## src/rtl/booth_mult_ctrl_pkg.sv

```systemverilog
`default_nettype none
// ============================================================================
// Module      : mult_pkg
// Description : Shared constants for the sequential Booth multiplier:
//               datapath width, iteration count, FSM state encoding and
//               Booth step opcodes, plus the radix-2 Booth decode helper.
// Revision    : 1.0 - initial release
// ============================================================================
package mult_pkg;

    localparam int WIDTH = 32;
    localparam int STEPS = 32;
    localparam int CNT_W = $clog2(STEPS);

    // FSM state encoding
    localparam logic [1:0] IDLE = 2'd0;
    localparam logic [1:0] BUSY = 2'd1;
    localparam logic [1:0] DONE = 2'd2;

    // Booth step opcodes
    localparam logic [1:0] OP_SKIP = 2'd0;
    localparam logic [1:0] OP_ADD  = 2'd1;
    localparam logic [1:0] OP_SUB  = 2'd2;

    // Radix-2 Booth recoding of the current multiplier bit pair {Q[0], q_m1}.
    function automatic logic [1:0] booth_op(input logic q0, input logic q_m1);
        case ({q0, q_m1})
            2'b10:   return OP_SUB;
            2'b01:   return OP_ADD;
            default: return OP_SKIP;
        endcase
    endfunction

endpackage
`default_nettype wire

```

## src/rtl/carry_select_adder_32.sv

```systemverilog
`default_nettype none
// ============================================================================
// Module      : carry_select_adder_32
// Description : 32-bit combinational carry-select adder built from eight
//               4-bit blocks. Each block precomputes its sum for carry-in 0
//               and 1; the incoming block carry selects between them.
//               Also exposes the carry into and out of bit 31 so callers can
//               derive signed overflow.
// Ports       : i_a, i_b   - 32-bit addends
//               i_c_in     - carry into bit 0
//               o_sum      - 32-bit sum
//               o_c_in_31  - carry into bit 31
//               o_c_out_31 - carry out of bit 31
// Revision    : 1.0 - initial release
// ============================================================================
module carry_select_adder_32 (
    input  logic [31:0] i_a,
    input  logic [31:0] i_b,
    input  logic        i_c_in,
    output logic [31:0] o_sum,
    output logic        o_c_in_31,
    output logic        o_c_out_31
);

    localparam int c_BLK    = 4;
    localparam int c_NBLK   = 32 / c_BLK;

    logic [c_NBLK:0] w_carry;

    assign w_carry[0] = i_c_in;

    for (genvar g = 0; g < c_NBLK; g++) begin : g_blk
        logic [c_BLK:0] w_s0;
        logic [c_BLK:0] w_s1;

        assign w_s0 = {1'b0, i_a[g*c_BLK +: c_BLK]} + {1'b0, i_b[g*c_BLK +: c_BLK]};
        assign w_s1 = {1'b0, i_a[g*c_BLK +: c_BLK]} + {1'b0, i_b[g*c_BLK +: c_BLK]}
                      + {{c_BLK{1'b0}}, 1'b1};

        assign o_sum[g*c_BLK +: c_BLK] = w_carry[g] ? w_s1[c_BLK-1:0] : w_s0[c_BLK-1:0];
        assign w_carry[g+1]            = w_carry[g] ? w_s1[c_BLK]     : w_s0[c_BLK];
    end

    // The sum bit is a ^ b ^ carry_in, so the carry into the MSB falls out
    // of the MSB sum without exposing block internals.
    assign o_c_in_31  = i_a[31] ^ i_b[31] ^ o_sum[31];
    assign o_c_out_31 = w_carry[c_NBLK];

endmodule
`default_nettype wire

```

## src/rtl/booth_mult_ctrl.sv

```systemverilog
`default_nettype none
// ============================================================================
// Module      : booth_mult_ctrl
// Description : Sequential 32x32 signed radix-2 Booth multiplier. One
//               add/sub/skip step per cycle through a shared carry-select
//               adder, 32 steps per multiply, start/ready handshake.
// Ports       : clock      - system clock, rising edge
//               reset      - synchronous active-high reset
//               start      - multiply request, honoured in IDLE or DONE
//               operand_a  - multiplicand M (two's complement)
//               operand_b  - multiplier Q (two's complement)
//               busy       - high while iterating
//               result_rdy - one-cycle pulse in DONE
//               result     - low 32 bits of product, valid with result_rdy
//               exception  - signed overflow, valid with result_rdy
// Revision    : 1.0 - initial release
// ============================================================================
module booth_mult_ctrl #(
    parameter int WIDTH = mult_pkg::WIDTH,  // only 32 supported (adder width)
    parameter int STEPS = mult_pkg::STEPS   // must equal WIDTH
) (
    input  logic             clock,
    input  logic             reset,
    input  logic             start,
    input  logic [WIDTH-1:0] operand_a,
    input  logic [WIDTH-1:0] operand_b,
    output logic             busy,
    output logic             result_rdy,
    output logic [WIDTH-1:0] result,
    output logic             exception
);

    import mult_pkg::CNT_W;
    import mult_pkg::IDLE;
    import mult_pkg::BUSY;
    import mult_pkg::DONE;
    import mult_pkg::OP_SKIP;
    import mult_pkg::OP_ADD;
    import mult_pkg::OP_SUB;
    import mult_pkg::booth_op;

    logic [1:0]       r_state;
    logic [WIDTH-1:0] r_a;
    logic [WIDTH-1:0] r_q;
    logic             r_q_m1;
    logic [WIDTH-1:0] r_m;
    logic [CNT_W-1:0] r_count;
    logic             r_busy;
    logic             r_result_rdy;
    logic [WIDTH-1:0] r_result;
    logic             r_exception;

    logic [1:0]       w_op;
    logic [WIDTH-1:0] w_add_b;
    logic             w_add_cin;
    logic [WIDTH-1:0] w_sum;
    logic             w_c_in_31;
    logic             w_c_out_31;
    logic             w_ts;
    logic [WIDTH-1:0] w_a_next;
    logic [WIDTH-1:0] w_q_next;

    // Booth decode: subtract uses A + ~M + 1; skip feeds zero so sum == A.
    always_comb begin
        w_op      = booth_op(r_q[0], r_q_m1);
        w_add_b   = '0;
        w_add_cin = 1'b0;
        case (w_op)
            OP_SUB: begin
                w_add_b   = ~r_m;
                w_add_cin = 1'b1;
            end
            OP_ADD: begin
                w_add_b   = r_m;
            end
            default: ;
        endcase
    end

    carry_select_adder_32 u_adder (
        .i_a        (r_a),
        .i_b        (w_add_b),
        .i_c_in     (w_add_cin),
        .o_sum      (w_sum),
        .o_c_in_31  (w_c_in_31),
        .o_c_out_31 (w_c_out_31)
    );

    // The arithmetic shift needs the true sign of A+/-M; when the 32-bit add
    // overflows (e.g. subtracting M = 0x80000000) sum[31] is wrong, and the
    // MSB carry mismatch flips it back.
    always_comb begin
        if (w_op == OP_SKIP) begin
            w_ts = r_a[WIDTH-1];
        end else begin
            w_ts = w_sum[WIDTH-1] ^ (w_c_in_31 ^ w_c_out_31);
        end
        w_a_next = {w_ts, w_sum[WIDTH-1:1]};
        w_q_next = {w_sum[0], r_q[WIDTH-1:1]};
    end

    always_ff @(posedge clock) begin
        if (reset) begin
            r_state      <= IDLE;
            r_a          <= '0;
            r_q          <= '0;
            r_q_m1       <= 1'b0;
            r_m          <= '0;
            r_count      <= '0;
            r_busy       <= 1'b0;
            r_result_rdy <= 1'b0;
            r_result     <= '0;
            r_exception  <= 1'b0;
        end else begin
            // Result outputs are a single-cycle pulse; only the final step
            // overrides these defaults.
            r_result_rdy <= 1'b0;
            r_result     <= '0;
            r_exception  <= 1'b0;
            case (r_state)
                IDLE, DONE: begin
                    if (start) begin
                        r_m     <= operand_a;
                        r_q     <= operand_b;
                        r_a     <= '0;
                        r_q_m1  <= 1'b0;
                        r_count <= '0;
                        r_state <= BUSY;
                        r_busy  <= 1'b1;
                    end else begin
                        r_state <= IDLE;
                        r_busy  <= 1'b0;
                    end
                end
                BUSY: begin
                    r_a     <= w_a_next;
                    r_q     <= w_q_next;
                    r_q_m1  <= r_q[0];
                    r_count <= r_count + 1'b1;
                    if (r_count == CNT_W'(STEPS - 1)) begin
                        r_state      <= DONE;
                        r_busy       <= 1'b0;
                        r_result_rdy <= 1'b1;
                        r_result     <= w_q_next;
                        // Overflow when the high word is not a pure sign
                        // extension of the low word.
                        r_exception  <= (w_a_next != {WIDTH{w_q_next[WIDTH-1]}});
                    end
                end
                default: begin
                    r_state <= IDLE;
                    r_busy  <= 1'b0;
                end
            endcase
        end
    end

    assign busy       = r_busy;
    assign result_rdy = r_result_rdy;
    assign result     = r_result;
    assign exception  = r_exception;

endmodule
`default_nettype wire

```

## config.mk

```make
export PLATFORM = sky130hd
export DESIGN_NAME = booth_mult_ctrl
export DESIGN_NICKNAME = d
export VERILOG_FILES = /design/src/rtl/booth_mult_ctrl_pkg.sv /design/src/rtl/carry_select_adder_32.sv /design/src/rtl/booth_mult_ctrl.sv
export SDC_FILE = /design/constraint.sdc
export NUM_CORES = 1
export LEC_CHECK = 0
export CAP_MARGIN = 40
export CORE_AREA = 5 5 118 120
export CTS_CLUSTER_SIZE = 28
export DETAILED_ROUTE_END_ITERATION = 8
export DIE_AREA = 0 0 123 125
export PLACE_DENSITY_LB_ADDON = 0.08
export SLEW_MARGIN = 20
export SYNTH_ARGS = -nofsm -noshare
export SYNTH_HDL_FRONTEND = slang
export SYNTH_SLANG_ARGS = --single-unit
```

## constraint.sdc

```tcl
create_clock -name clock -period 13.51 [get_ports clock]
set_input_delay 2.702 -clock clock [delete_from_list [all_inputs] [get_ports clock]]
set_output_delay 2.702 -clock clock [all_outputs]
set_load 0.01 [all_outputs]
```

* Word-level counts from Yosys, hierarchy flattened
Cells that the tools add are included.
Operators by class: shift-type cells 0, multiply operators 0, $lt $le $gt $ge 0, add/subtract/negate cells 17, bitwise operators 7, muxes and demuxes 35, div/mod/pow operators 0, equality and inequality tests 10, reductions and logical operators 8
Operators by type and width (number):
- case mux 32 bit (2 select lines) | 3
- 2-to-1 mux 32 bit | 2
- adder 5 x 1 -> 5 bit (second input constant) | 9
- adder 4 x 4 -> 5 bit | 8
- 2-to-1 mux 4 bit | 8
- inequality test 32 bit | 1
- inverter 32 bit | 1
- 2-to-1 mux 1 bit | 15
- case mux 5 bit (2 select lines) | 1
- case mux 2 bit (2 select lines) | 2
- == test 2 x 1 -> 1 bit (second input constant) | 3
- == test 2 bit (second input constant) | 3
- == test 5 bit (second input constant) | 1
- 2-to-1 mux 5 bit | 1
- logical NOT 2 bit | 2
- inequality test 2 bit (second input constant) | 2
- case mux 1 bit (2 select lines) | 2
- AND reduction 2 bit | 2
- OR reduction 2 bit | 2
- XOR 1 bit | 4
- OR reduction 3 bit | 1
- 2-to-1 mux 2 bit | 1
- inverter 1 bit | 2
- nonzero test 2 bit | 1
Storage, ports and cells: flip-flop bits (word level) 139, bits in latches 0, memories 0, output and inout port bits 35, memory bits (writable) 0, ROM bits 0

* Depth between registers and ports, before layout
depth in word-level cells 19, gate-level depth with buffers 22, mapped depth without buffers 20

* Modules after synthesis
Synthesis repeated with hierarchy kept, for this count alone.
Second synthesis, totals: cell total of the unflattened synthesis 777, area, all modules 7040.5 um2
By module, submodules not included:
- booth_mult_ctrl | sequential area each 2762.6 um2, times used 1, cells each 574, area each 5232.5 um2
- carry_select_adder_32 | sequential area each 0.0 um2, times used 1, cells each 203, area each 1808.0 um2

* Worst setup path before layout
Ideal clock, no wire load.
kind flip-flop to flip-flop, from register r_q_m1, to register r_exception, in the netlist exception, arrival 5.204 ns, stages on the path, launching flop included 22, required time 13.382 ns, clock period less this slack 5.332 ns, path slack 8.178 ns, buffers on the path 1, path through dfxtp_1 -> inv_1 -> ha_1 -> buf_2 -> mux2_2 -> ha_1 -> fa_1 -> ha_1 -> nand2_1 -> or4b_1 -> a21oi_1 -> o31ai_1 -> a31oi_2 -> mux2i_1 -> xor2_2 -> a21oi_1 -> or4_1 -> xnor2_1 -> nor4b_1 -> o21ai_1 -> a2111oi_2 -> o22ai_1
Between the ends: cells in the longest elaborated chain, start to end 19
RTL lines:
- from (decl) | line booth_mult_ctrl.sv:45 | logic r_q_m1;
- from (signal assigned) | line booth_mult_ctrl.sv:138 | r_q_m1 <= r_q[0];
- == test 2 x 1 -> 1 bit / == test 2 bit (equally long branches) | line booth_mult_ctrl_pkg.sv:27 | case ({q0, q_m1})
- case mux 2 bit (2 select lines) * | line booth_mult_ctrl_pkg.sv:27
- == test 2 x 1 -> 1 bit / == test 2 bit (equally long branches) | line booth_mult_ctrl.sv:68 | case (w_op)
- case mux 32 bit (2 select lines) | line booth_mult_ctrl.sv:68
- adder 4 x 4 -> 5 bit | line carry_select_adder_32.sv:36, carry_select_adder_32.sv:37
- adder 5 x 1 -> 5 bit | line carry_select_adder_32.sv:38 | + {{c_BLK{1'b0}}, 1'b1};
- 2-to-1 mux 1 bit (7 in series) | line carry_select_adder_32.sv:41 | assign w_carry[g+1] = w_carry[g] ? w_s1[c_BLK] : w_s0[c_BLK];
- 2-to-1 mux 4 bit | line carry_select_adder_32.sv:40 | assign o_sum[g*c_BLK +: c_BLK] = w_carry[g] ? w_s1[c_BLK-1:0] : w_s0[c_BLK-1:0];
- XOR 1 bit | line carry_select_adder_32.sv:46 | assign o_c_in_31 = i_a[31] ^ i_b[31] ^ o_sum[31];
- XOR 1 bit (2 in series) | line booth_mult_ctrl.sv:96 | w_ts = w_sum[WIDTH-1] ^ (w_c_in_31 ^ w_c_out_31);
- 2-to-1 mux 1 bit | line booth_mult_ctrl.sv:93 | if (w_op == OP_SKIP) begin
- inequality test 32 bit * | line booth_mult_ctrl.sv:147 | r_exception <= (w_a_next != {WIDTH{w_q_next[WIDTH-1]}});
- to (signal assigned) | line booth_mult_ctrl.sv:147
- to (decl) | line booth_mult_ctrl.sv:51 | logic r_exception;
Mark *: on every way between the ends. The rest lies on a longest branch, timed or not. A chain may end at the register's enable or synchronous reset.

* Worst setup path in the final report
from register r_q[0], to register r_exception, in the netlist exception
Between the ends: cells in the longest elaborated chain, start to end 19
RTL lines:
- from (decl) | line booth_mult_ctrl.sv:44 | logic [WIDTH-1:0] r_q;
- from (signal assigned) | line booth_mult_ctrl.sv:124 | r_q <= operand_b;
- from (signal assigned) | line booth_mult_ctrl.sv:137 | r_q <= w_q_next;
- == test 2 x 1 -> 1 bit / == test 2 bit (equally long branches) | line booth_mult_ctrl_pkg.sv:27
- case mux 2 bit (2 select lines) * | line booth_mult_ctrl_pkg.sv:27
- == test 2 x 1 -> 1 bit / == test 2 bit (equally long branches) | line booth_mult_ctrl.sv:68
- case mux 32 bit (2 select lines) | line booth_mult_ctrl.sv:68
- adder 4 x 4 -> 5 bit | line carry_select_adder_32.sv:36, carry_select_adder_32.sv:37
- adder 5 x 1 -> 5 bit | line carry_select_adder_32.sv:38
- 2-to-1 mux 1 bit (7 in series) | line carry_select_adder_32.sv:41
- 2-to-1 mux 4 bit | line carry_select_adder_32.sv:40
- XOR 1 bit | line carry_select_adder_32.sv:46
- XOR 1 bit (2 in series) | line booth_mult_ctrl.sv:96
- 2-to-1 mux 1 bit | line booth_mult_ctrl.sv:93
- inequality test 32 bit * | line booth_mult_ctrl.sv:147
Marked as above.

==> results.sh <==
export IMPL_status="complete, no violations"
export IMPL_p_leak_nw=3.79
export IMPL_cp_top_family="compound AO/OA/AOI/OAI gates"
export IMPL_finalSetupViolCount=0
export IMPL_routed_via_count=6385
export IMPL_grt_pass1_wl_um=29400
export IMPL_wl_per_cell_um=16.1
export IMPL_async_flop_share=0
export IMPL_rows=42
export IMPL_drc=0
export IMPL_cp_num_buf_inv=2
export IMPL_dpl_cell_area_sq_um=8560
export IMPL_cap_violations=0
export IMPL_holdPathStages=2
export IMPL_fmax_mhz=153
export IMPL_nFillCells=1036
export IMPL_clk_pin_slew_worst_paths_ns=0.06
export IMPL_ir_worst_vdd_v=0.0000758
export IMPL_r2r_worst_path_cells=20
export IMPL_drive_gt1_frac=0.0923
export IMPL_ant_nets=0
export IMPL_final_cell_area_sq_um=9200
export IMPL_synth_edf_count=0
export IMPL_place_hpwl_um=12000
export IMPL_drt_iter0_markers=457
export IMPL_synth_cells=843
export IMPL_most_common_layout_cells="139 x dfxtp_1, 118 x nand2_1, 100 x clkdlybuf4s50_1"
export IMPL_cp_slowest_cell="xor2_2"
export IMPL_fin_setup_tns_ns=0
export IMPL_clk_latency_ns=0.42
export IMPL_insertedDiodeCount=0
export IMPL_hold_violations=0
export IMPL_clock_sinks=139
export IMPL_grt_max_degree=77
export IMPL_yosysWarnings=0
export IMPL_path_class="register to register"
export IMPL_ys_types=62
export IMPL_drv_slew=0
export IMPL_avgSynthCellArea_sq_um=8.81
export IMPL_use_met2=0.403
export IMPL_start_util=0.577
export IMPL_yosys_most_used_dff="dfxtp_1"
export IMPL_post_route_util=0.715
export IMPL_setup_worst_path_end_class="register"
export IMPL_area_delta_synth_final_pct=23.9
export IMPL_htree_levels=4
export IMPL_use_met3=0.0434
export IMPL_cts_tree="yes"
export IMPL_cts_root_buf="clkbuf_16"
export IMPL_io_pins=102
export IMPL_cts_resized=0
export IMPL_critPathLaunchType="register"
export IMPL_top_usage_layer="met2"
export IMPL_final_nets=1041
export IMPL_required_ns=13.80
export IMPL_cp_cell_sequence="inv_1 -> ha_1 -> buf_8 -> mux2_2 -> fa_1 -> ha_1 -> nand2_1 -> or4b_1 -> a21oi_1 -> o31ai_1 -> a31oi_2 -> mux2i_1 -> xor2_2 -> a21oi_1 -> or4b_1 -> a221oi_1 -> nor4b_1 -> o21ai_1 -> a2111oi_2 -> o22ai_1"
export IMPL_clock_skew_ns=0.00732
export IMPL_numCtsBuffers=17
export IMPL_place_congestion=0.916
export IMPL_hold_class="register to register"
export IMPL_layout_commonest_cell="dfxtp_1"
export IMPL_grt_remaining_overflow=0
export IMPL_ys_ff_latch=139
export IMPL_rsz0062_at_grt="no"
export IMPL_io_buffers=101
export IMPL_use_met1=0.282
export IMPL_grt_pass1_vias=6389
export IMPL_arrival_ns=6.81
export IMPL_worst_pin_slew_ns=0.841
export IMPL_dieArea_sq_um=15400
export IMPL_yosysSeqAreaShare=0.375
export IMPL_via_per_inst=5.76
export IMPL_wl_um=17800
export IMPL_coreArea_sq_um=12900
export IMPL_syn_area_sq_um=7430
export IMPL_dr_pass1_iters=5
export IMPL_synth_nets=964
export IMPL_cts_buffer_depth=2
export IMPL_die_y_um=125
export IMPL_path_max_fanout=16
export IMPL_dieWidth_um=123
export IMPL_cts_setup_buffers=0
export IMPL_slew_headroom=0.439
export IMPL_place_ws_ns=7.12
export IMPL_grtUsageTotal=0.232
export IMPL_slowest_delay_ns=0.62
export IMPL_cts_hold_buf=0
export IMPL_layout_setup_ws_ns=6.99
export IMPL_fin_crit_ns=6.52
export IMPL_antenna_found_initial=0
export IMPL_power_per_cell_area_nw_per_um2=120
export IMPL_cp_depth=20
export IMPL_period_share=0.482
export IMPL_holdWs_ns=0.459
stage by stage:
step,cells,power [mW]
detailed placement,1077,0.605
CTS,1108,1.11
finish,1108,1.11
global route,1108,1.15
global placement,1076,0.598
floorplan,843,0.552
flip-flops by register name (all words and copies together) (netlist names):
register	flops
busy	1
exception	1
r_q	32
r_q_m1	1
r_state	2
r_a	32
r_count	5
result_rdy	1
r_m	32
result	32
Yosys cell counts (2+ instances only):
library cell  number  area share
o21ai_0            9      0.0061
nor4b_1            2      0.0024
or3_1              4      0.0034
and4b_1            3      0.0040
nand3b_1           3      0.0030
a21oi_1           99       0.067
nor3b_1            3      0.0030
nand3_1           15       0.010
and3_1             8      0.0067
nand4_1            9      0.0076
ha_1              46       0.077
inv_1              7      0.0035
a21o_1            17       0.017
xor2_2             2      0.0044
nand4b_1           2      0.0024
nand2b_1           8      0.0067
nand2_1          118       0.060
and3b_1            2      0.0024
nor2_1            57       0.029
o211ai_1           3      0.0030
xor2_1            15       0.018
o21a_1             4      0.0040
nor4_1             2      0.0017
o31ai_1            2      0.0020
a211oi_1           2      0.0020
and2_1            35       0.029
or4b_1             3      0.0040
mux2_2            34       0.052
and4_1             2      0.0024
xnor2_1           26       0.031
nor2b_1            4      0.0034
a2111oi_0          3      0.0035
buf_1             11      0.0056
clkbuf_1          40       0.020
dfxtp_1          139        0.37
a22oi_1           57       0.058
a31oi_1            2      0.0017
nor3_1             8      0.0054
fa_1               8       0.022
mux2i_1            7      0.0094
metal layers:
metal  up-vias  share of wire
met5         -              0
met4         0          0.022
met1      3004           0.43
li1       3146              -
met2       198           0.50
met3        37          0.055
logic make-up (layout without fill, tap and decap cells):
kind of cell	after synthesis	in the layout	synth area share
AND/OR/NAND/NOR	292	292	0.191
AO/OA/AOI/OAI	214	214	0.189
flip-flops	139	139	0.375
buffers and inverters	59	148	0.0300
adder cells (fa/ha/maj)	54	54	0.0991
XOR/XNOR	44	44	0.0558
multiplexers	41	41	0.0610
final timing paths:
check	from	end	slack, ns
max	r_q[0]$_SDFFE_PP0P_	exception$_SDFF_PP0_	6.99
min	r_m[16]$_SDFFE_PP0P_	r_m[16]$_SDFFE_PP0P_	0.46
max reg2reg	r_q[0]$_SDFFE_PP0P_	exception$_SDFF_PP0_	6.99
min reg2reg	r_m[16]$_SDFFE_PP0P_	r_m[16]$_SDFFE_PP0P_	0.46
area by class of cell:
class	instances	area, sq um	share of cell area
Clock buffer	21	450	0.0489
Clock inverter	10	190	0.0207
Inverter	7	26.3	0.00286
Multi-Input combinational cell	645	4450	0.483
Sequential cell	139	2780	0.302
Tap cell	176	220	0.0239
Timing Repair Buffer	110	1080	0.118
report_power, final:
part / total [mW] / internal (mW) / switching, mW
logic: 0.160 / 0.0702 / 0.0898
clock network: 0.509 / 0.332 / 0.176
registers: 0.438 / 0.427 / 0.0114
tightest hold or removal path, delay by kind of cell, from the launching register on:
kind             cells  cell delay (ns)
flip-flops           1             0.31
AO/OA/AOI/OAI        1             0.05
AND/OR/NAND/NOR      1             0.05
Note: power is estimated with default switching activity, not from simulation.
